--- src/rtl/lc3b_types.sv ---
// Shared LC-3b types: opcodes, ALU operations, datapath mux selects and the
// control-FSM state encoding used by lc3b_control_full.
package lc3b_types;

    typedef enum logic [3:0] {
        op_br   = 4'b0000,
        op_add  = 4'b0001,
        op_ldb  = 4'b0010,
        op_stb  = 4'b0011,
        op_jsr  = 4'b0100,
        op_and  = 4'b0101,
        op_ldr  = 4'b0110,
        op_str  = 4'b0111,
        op_rti  = 4'b1000,
        op_not  = 4'b1001,
        op_ldi  = 4'b1010,
        op_sti  = 4'b1011,
        op_jmp  = 4'b1100,
        op_shf  = 4'b1101,
        op_lea  = 4'b1110,
        op_trap = 4'b1111
    } lc3b_opcode;

    typedef enum logic [2:0] {
        alu_add  = 3'd0,
        alu_and  = 3'd1,
        alu_not  = 3'd2,
        alu_pass = 3'd3,
        alu_sll  = 3'd4,
        alu_srl  = 3'd5,
        alu_sra  = 3'd6
    } lc3b_aluop;

    typedef enum logic [1:0] {
        pcmux_pc_plus2 = 2'd0,
        pcmux_br_adder = 2'd1,
        pcmux_sr1      = 2'd2,
        pcmux_mdr      = 2'd3
    } lc3b_pcmux_sel;

    typedef enum logic [1:0] {
        marmux_alu      = 2'd0,
        marmux_pc       = 2'd1,
        marmux_mdr      = 2'd2,
        marmux_trapvect = 2'd3
    } lc3b_marmux_sel;

    typedef enum logic [2:0] {
        rfmux_alu      = 3'd0,
        rfmux_mdr      = 3'd1,
        rfmux_mdr_byte = 3'd2,
        rfmux_pc       = 3'd3,
        rfmux_br_adder = 3'd4
    } lc3b_regfilemux_sel;

    typedef enum logic [1:0] {
        alumux_sr2      = 2'd0,
        alumux_off6_shl = 2'd1,
        alumux_off6     = 2'd2,
        alumux_imm4     = 2'd3
    } lc3b_alumux_sel;

    typedef enum logic [4:0] {
        s_fetch1, s_fetch2, s_fetch3, s_decode,
        s_add, s_and, s_not, s_shf, s_lea,
        s_br, s_br_taken, s_jmp, s_jsr,
        s_calc_addr, s_calc_addr_b, s_ind1, s_ind2,
        s_ldr1, s_ldr2, s_ldb1, s_ldb2,
        s_str1, s_str2, s_stb1, s_stb2,
        s_trap1, s_trap2, s_trap3
    } lc3b_ctrl_state;

    // States that hold a memory request open until mem_resp.
    function automatic logic is_mem_wait(lc3b_ctrl_state s);
        return s inside {s_fetch2, s_ind1, s_ldr1, s_ldb1, s_str2, s_stb2, s_trap2};
    endfunction

endpackage

--- src/rtl/mem_wait_timer.sv ---
// Counts cycles spent waiting on mem_resp; flags expiry when the wait reaches
// MEM_TIMEOUT with no response. MEM_TIMEOUT of 0 never expires.
module mem_wait_timer #(
    parameter int unsigned MEM_TIMEOUT = 0,
    parameter int unsigned TIMEOUT_W   = $clog2(MEM_TIMEOUT + 2)
) (
    input  logic clk,
    input  logic reset,
    input  logic clear,
    input  logic resp,
    output logic expired
);

    localparam logic [TIMEOUT_W-1:0] LIMIT = TIMEOUT_W'(MEM_TIMEOUT);

    logic [TIMEOUT_W-1:0] count;

    always_ff @(posedge clk) begin
        if (reset || clear) begin
            count <= '0;
        end else if (!resp) begin
            count <= count + TIMEOUT_W'(1);
        end
    end

    // A response in the limit cycle wins over the abort.
    always_comb begin
        expired = (MEM_TIMEOUT != 0) && !clear && !resp && (count == LIMIT);
    end

endmodule

--- src/rtl/lc3b_control_full.sv ---
// Multicycle Moore control FSM for the LC-3b datapath covering the full
// non-privileged ISA, with an optional memory-response watchdog.
module lc3b_control_full
    import lc3b_types::*;
#(
    parameter int unsigned MEM_TIMEOUT = 0,
    parameter int unsigned TIMEOUT_W   = $clog2(MEM_TIMEOUT + 2)
) (
    input  logic        clk,
    input  logic        reset,
    input  lc3b_opcode  opcode,
    input  logic        branch_enable,
    input  logic        jsr_mode,
    input  logic [1:0]  shf_mode,
    input  logic        mar_lsb,
    input  logic        mem_resp,
    output logic        load_pc,
    output logic        load_ir,
    output logic        load_regfile,
    output logic        load_mar,
    output logic        load_mdr,
    output logic        load_cc,
    output logic [1:0]  pcmux_sel,
    output logic        adjmux_sel,
    output logic [1:0]  marmux_sel,
    output logic [2:0]  regfilemux_sel,
    output logic        destmux_sel,
    output logic [1:0]  alumux_sel,
    output logic        storemux_sel,
    output logic        mdrmux_sel,
    output lc3b_aluop   aluop,
    output logic        mem_read,
    output logic        mem_write,
    output logic [1:0]  mem_byte_enable,
    output logic        mem_timeout
);

    lc3b_ctrl_state state, state_next;
    logic           wait_clear;
    logic           wait_expired;

    assign wait_clear = !is_mem_wait(state);

    mem_wait_timer #(
        .MEM_TIMEOUT(MEM_TIMEOUT),
        .TIMEOUT_W  (TIMEOUT_W)
    ) u_timer (
        .clk    (clk),
        .reset  (reset),
        .clear  (wait_clear),
        .resp   (mem_resp),
        .expired(wait_expired)
    );

    always_ff @(posedge clk) begin
        if (reset) begin
            state <= s_fetch1;
        end else begin
            state <= state_next;
        end
    end

    always_comb begin
        state_next      = state;
        load_pc         = 1'b0;
        load_ir         = 1'b0;
        load_regfile    = 1'b0;
        load_mar        = 1'b0;
        load_mdr        = 1'b0;
        load_cc         = 1'b0;
        pcmux_sel       = pcmux_pc_plus2;
        adjmux_sel      = 1'b0;
        marmux_sel      = marmux_alu;
        regfilemux_sel  = rfmux_alu;
        destmux_sel     = 1'b0;
        alumux_sel      = alumux_sr2;
        storemux_sel    = 1'b0;
        mdrmux_sel      = 1'b0;
        aluop           = alu_add;
        mem_read        = 1'b0;
        mem_write       = 1'b0;
        mem_byte_enable = 2'b11;
        mem_timeout     = 1'b0;

        unique case (state)
            s_fetch1: begin
                load_mar   = 1'b1;
                marmux_sel = marmux_pc;
                load_pc    = 1'b1;
                state_next = s_fetch2;
            end
            s_fetch2: begin
                mem_read   = 1'b1;
                mdrmux_sel = 1'b1;
                load_mdr   = 1'b1;
                if (mem_resp) state_next = s_fetch3;
            end
            s_fetch3: begin
                load_ir    = 1'b1;
                state_next = s_decode;
            end
            s_decode: begin
                case (opcode)
                    op_add:                        state_next = s_add;
                    op_and:                        state_next = s_and;
                    op_not:                        state_next = s_not;
                    op_shf:                        state_next = s_shf;
                    op_lea:                        state_next = s_lea;
                    op_br:                         state_next = s_br;
                    op_jmp:                        state_next = s_jmp;
                    op_jsr:                        state_next = s_jsr;
                    op_ldr, op_str, op_ldi, op_sti: state_next = s_calc_addr;
                    op_ldb, op_stb:                state_next = s_calc_addr_b;
                    op_trap:                       state_next = s_trap1;
                    default:                       state_next = s_fetch1;
                endcase
            end
            s_add, s_and, s_not: begin
                aluop        = (state == s_add) ? alu_add :
                               (state == s_and) ? alu_and : alu_not;
                load_regfile = 1'b1;
                load_cc      = 1'b1;
                state_next   = s_fetch1;
            end
            s_shf: begin
                alumux_sel = alumux_imm4;
                case (shf_mode)
                    2'b00:   aluop = alu_sll;
                    2'b11:   aluop = alu_sra;
                    default: aluop = alu_srl;
                endcase
                load_regfile = 1'b1;
                load_cc      = 1'b1;
                state_next   = s_fetch1;
            end
            s_lea: begin
                regfilemux_sel = rfmux_br_adder;
                load_regfile   = 1'b1;
                load_cc        = 1'b1;
                state_next     = s_fetch1;
            end
            s_br: begin
                state_next = branch_enable ? s_br_taken : s_fetch1;
            end
            s_br_taken: begin
                pcmux_sel  = pcmux_br_adder;
                load_pc    = 1'b1;
                state_next = s_fetch1;
            end
            s_jmp: begin
                pcmux_sel  = pcmux_sr1;
                load_pc    = 1'b1;
                state_next = s_fetch1;
            end
            s_jsr: begin
                // R7 and PC update on the same edge; SR1 still reads the old R7.
                load_regfile   = 1'b1;
                destmux_sel    = 1'b1;
                regfilemux_sel = rfmux_pc;
                load_pc        = 1'b1;
                pcmux_sel      = jsr_mode ? pcmux_br_adder : pcmux_sr1;
                adjmux_sel     = jsr_mode;
                state_next     = s_fetch1;
            end
            s_calc_addr: begin
                alumux_sel = alumux_off6_shl;
                load_mar   = 1'b1;
                case (opcode)
                    op_ldr:         state_next = s_ldr1;
                    op_str:         state_next = s_str1;
                    op_ldi, op_sti: state_next = s_ind1;
                    default:        state_next = s_fetch1;
                endcase
            end
            s_calc_addr_b: begin
                alumux_sel = alumux_off6;
                load_mar   = 1'b1;
                state_next = (opcode == op_stb) ? s_stb1 : s_ldb1;
            end
            s_ind1, s_ldr1, s_ldb1, s_trap2: begin
                mem_read   = 1'b1;
                mdrmux_sel = 1'b1;
                load_mdr   = 1'b1;
                if (mem_resp) begin
                    case (state)
                        s_ind1:  state_next = s_ind2;
                        s_ldr1:  state_next = s_ldr2;
                        s_ldb1:  state_next = s_ldb2;
                        default: state_next = s_trap3;
                    endcase
                end
            end
            s_ind2: begin
                marmux_sel = marmux_mdr;
                load_mar   = 1'b1;
                state_next = (opcode == op_sti) ? s_str1 : s_ldr1;
            end
            s_ldr2, s_ldb2: begin
                regfilemux_sel = (state == s_ldr2) ? rfmux_mdr : rfmux_mdr_byte;
                load_regfile   = 1'b1;
                load_cc        = 1'b1;
                state_next     = s_fetch1;
            end
            s_str1, s_stb1: begin
                storemux_sel = 1'b1;
                aluop        = alu_pass;
                load_mdr     = 1'b1;
                state_next   = (state == s_str1) ? s_str2 : s_stb2;
            end
            s_str2, s_stb2: begin
                mem_write = 1'b1;
                if (state == s_stb2) mem_byte_enable = mar_lsb ? 2'b10 : 2'b01;
                if (mem_resp) state_next = s_fetch1;
            end
            s_trap1: begin
                load_regfile   = 1'b1;
                destmux_sel    = 1'b1;
                regfilemux_sel = rfmux_pc;
                load_mar       = 1'b1;
                marmux_sel     = marmux_trapvect;
                state_next     = s_trap2;
            end
            s_trap3: begin
                pcmux_sel  = pcmux_mdr;
                load_pc    = 1'b1;
                state_next = s_fetch1;
            end
            default: state_next = s_fetch1;
        endcase

        if (wait_expired) begin
            state_next  = s_fetch1;
            mem_timeout = 1'b1;
        end
    end

endmodule

--- config.mk ---
export PLATFORM = sky130hd
export DESIGN_NAME = lc3b_control_full
export DESIGN_NICKNAME = d
export VERILOG_FILES = /design/src/rtl/lc3b_types.sv /design/src/rtl/mem_wait_timer.sv /design/src/rtl/lc3b_control_full.sv
export SDC_FILE = /design/constraint.sdc
export NUM_CORES = 1
export LEC_CHECK = 0
export ABC_AREA = 1
export CAP_MARGIN = 0
export CORE_ASPECT_RATIO = 1.2
export CORE_MARGIN = 1.5
export CORE_UTILIZATION = 35
export DETAILED_ROUTE_END_ITERATION = 8
export GPL_ROUTABILITY_DRIVEN = 0
export GPL_TIMING_DRIVEN = 0
export PLACE_DENSITY = 0.7
export SETUP_SLACK_MARGIN = 0.15
export SYNTH_ARGS = -nofsm -noshare
export SYNTH_HDL_FRONTEND = slang
export SYNTH_HIERARCHICAL = 1
export SYNTH_SLANG_ARGS = --single-unit
--- constraint.sdc ---
create_clock -name clk -period 2.1 [get_ports clk]
set_input_delay 0.21 -clock clk [delete_from_list [all_inputs] [get_ports clk]]
set_output_delay 0.21 -clock clk [all_outputs]
set_load 0.02 [all_outputs]
==> results.sh <==
export IMPL_hpwl_um=2410
export IMPL_critPathKind="reg2out"
export IMPL_setup_tns_final_ns=0
export IMPL_cp_required_ns=1.89
export IMPL_crit_path_start_kind="flop"
export IMPL_insertion_delay_ns=0.24
export IMPL_crit_fanout=7
export IMPL_overflow=0
export IMPL_cp_num_buf_inv=3
export IMPL_syn_area_um2=1030
export IMPL_clockBufferDepth=2
export IMPL_hold_viol_final=0
export IMPL_reg_largest_list="state x5"
export IMPL_dieArea_um2=3270
export IMPL_syn_inst=189
export IMPL_grt_max_degree=11
export IMPL_num_vias=1320
export IMPL_hold_ws_ns=0.544
export IMPL_cpPeakStageDelay_ns=0.39
export IMPL_power_density_nw_per_um2=241
export IMPL_place_inst=260
export IMPL_drc=0
export IMPL_grt_pass1_vias=1172
export IMPL_crit_chain="inv_2 > nor2_4 > buf_4 > nand3_2 > nand3_1 > dlygate4sd2_1"
export IMPL_cts_hold_buffers=0
export IMPL_path_clk_slew_ns=0.04
export IMPL_period_needed_ns=1.89
export IMPL_clock_skew_ns=0.00528
export IMPL_critical_path_arrival_ns=1.68
export IMPL_cts_root_buf="clkbuf_4"
export IMPL_routed_wl_um=2890
export IMPL_slew_viol_final=0
export IMPL_antennaDiodeCount=0
export IMPL_avgRoutedWirePerCell_um=10.8
export IMPL_multi_input_area_um2=801
export IMPL_cts_sinks=5
export IMPL_drive_gt1_share_pct=24.5
export IMPL_drt_iter0_drc=23
export IMPL_cp_top_family="buffers and inverters"
export IMPL_h_tree_depth=1
export IMPL_worst_r2r_cell_count=10
export IMPL_whs_path_depth=2
export IMPL_finalNetCount=247
export IMPL_grt_usage_pct=18.5
export IMPL_status="finished clean"
export IMPL_ant_nets=0
export IMPL_routed_via_density=4.94
export IMPL_start_util_pct=36.9
export IMPL_core_area_um2=2790
export IMPL_yosys_warnings=6
export IMPL_cts_inserted_buffers=3
export IMPL_largest_reg_flops=5
export IMPL_fin_area_um2=1480
export IMPL_cp_depth=6
export IMPL_fin_cells=267
export IMPL_top_register="state"
export IMPL_dr_pass1_iters=4
export IMPL_drv_cap=0
export IMPL_ir_worst_vdd_mv=0.455
export IMPL_preCtsSetupSlack_ns=-0.0822
export IMPL_fmax_mhz=528
export IMPL_grt_pass1_wl_um=4850
export IMPL_ios=39
export IMPL_synth_fp_nets=202
export IMPL_hold_path_class="reg2reg"
export IMPL_cp_slowest_cell="dfxtp_2"
export IMPL_period_share_pct=90.1
export IMPL_fill_cells=311
export IMPL_utilization_pct=53.2
export IMPL_antenna_found_initial=0
export IMPL_layout_commonest_cell="nand2_1"
export IMPL_syn_area_per_cell_um2=5.44
export IMPL_endpoint_kind="output port"
export IMPL_rsz0062_at_grt="true"
export IMPL_cts_tree="done"
export IMPL_die_h_um=62.4
export IMPL_area_delta_synth_final_pct=44.0
export IMPL_setup_viol=0
export IMPL_final_cell_mix="nand2_1 (53), nand3_1 (25), inv_1 (21)"
export IMPL_regArea_um2=106
export IMPL_layout_setup_ws_ns=0.207
export IMPL_power_leakage_nw=0.798
export IMPL_die_x_um=52.5
export IMPL_dpl_cell_area_um2=1440
export IMPL_io_buffer_count=37
export IMPL_p_total_mw=0.357
export IMPL_num_rows=21
## metal layers
layer	wire length (um)	track usage, %	vias up	part of all wire [%]
li1	-	-	699	-
met1	1250	23.2	577	43
met2	1470	32.2	44	51
met3	166	3.11	0	5.7
met4	0	4.17	0	0
met5	0	0	-	0
## power by group
part	total (mW)	switching, mW	internal [mW]
combinational	0.149	0.0866	0.0619
sequential	0.100	0.00314	0.0969
clock	0.109	0.0370	0.0717
total	0.357	0.127	0.231
## layout make-up
class	instances	area share, %
multi-input cells	151	54.1
clock buffers	4	1.77
well taps	34	2.87
flip-flops and latches	5	7.18
inverters	26	6.67
repair buffers	40	23.4
plain buffers	7	4.05
## worst min-delay path: cells and delay by family, from the launching register on
kind / cells / cell delay, ns
DFF: 1 / 0.35
and+or+nand+nor: 1 / 0.09
AOI/OAI and AO/OA: 1 / 0.06
## timing repair
item / 4_1_cts / 5_1_grt
setup buffers: 0 / 3
resized for setup: 39 / 23
pin swaps: 0 / 1
setup endpoints to repair: 26 / 18
## final timing paths
kind / start / end / slack [ns]
worst max register to register: state[3] / state[2] / 0.58
worst min register to register: state[3] / state[3] / 0.54
worst max-delay path: state[3] / load_mdr / 0.21
worst min-delay path: state[3] / state[3] / 0.54
Power figures use the tool's default switching activity.
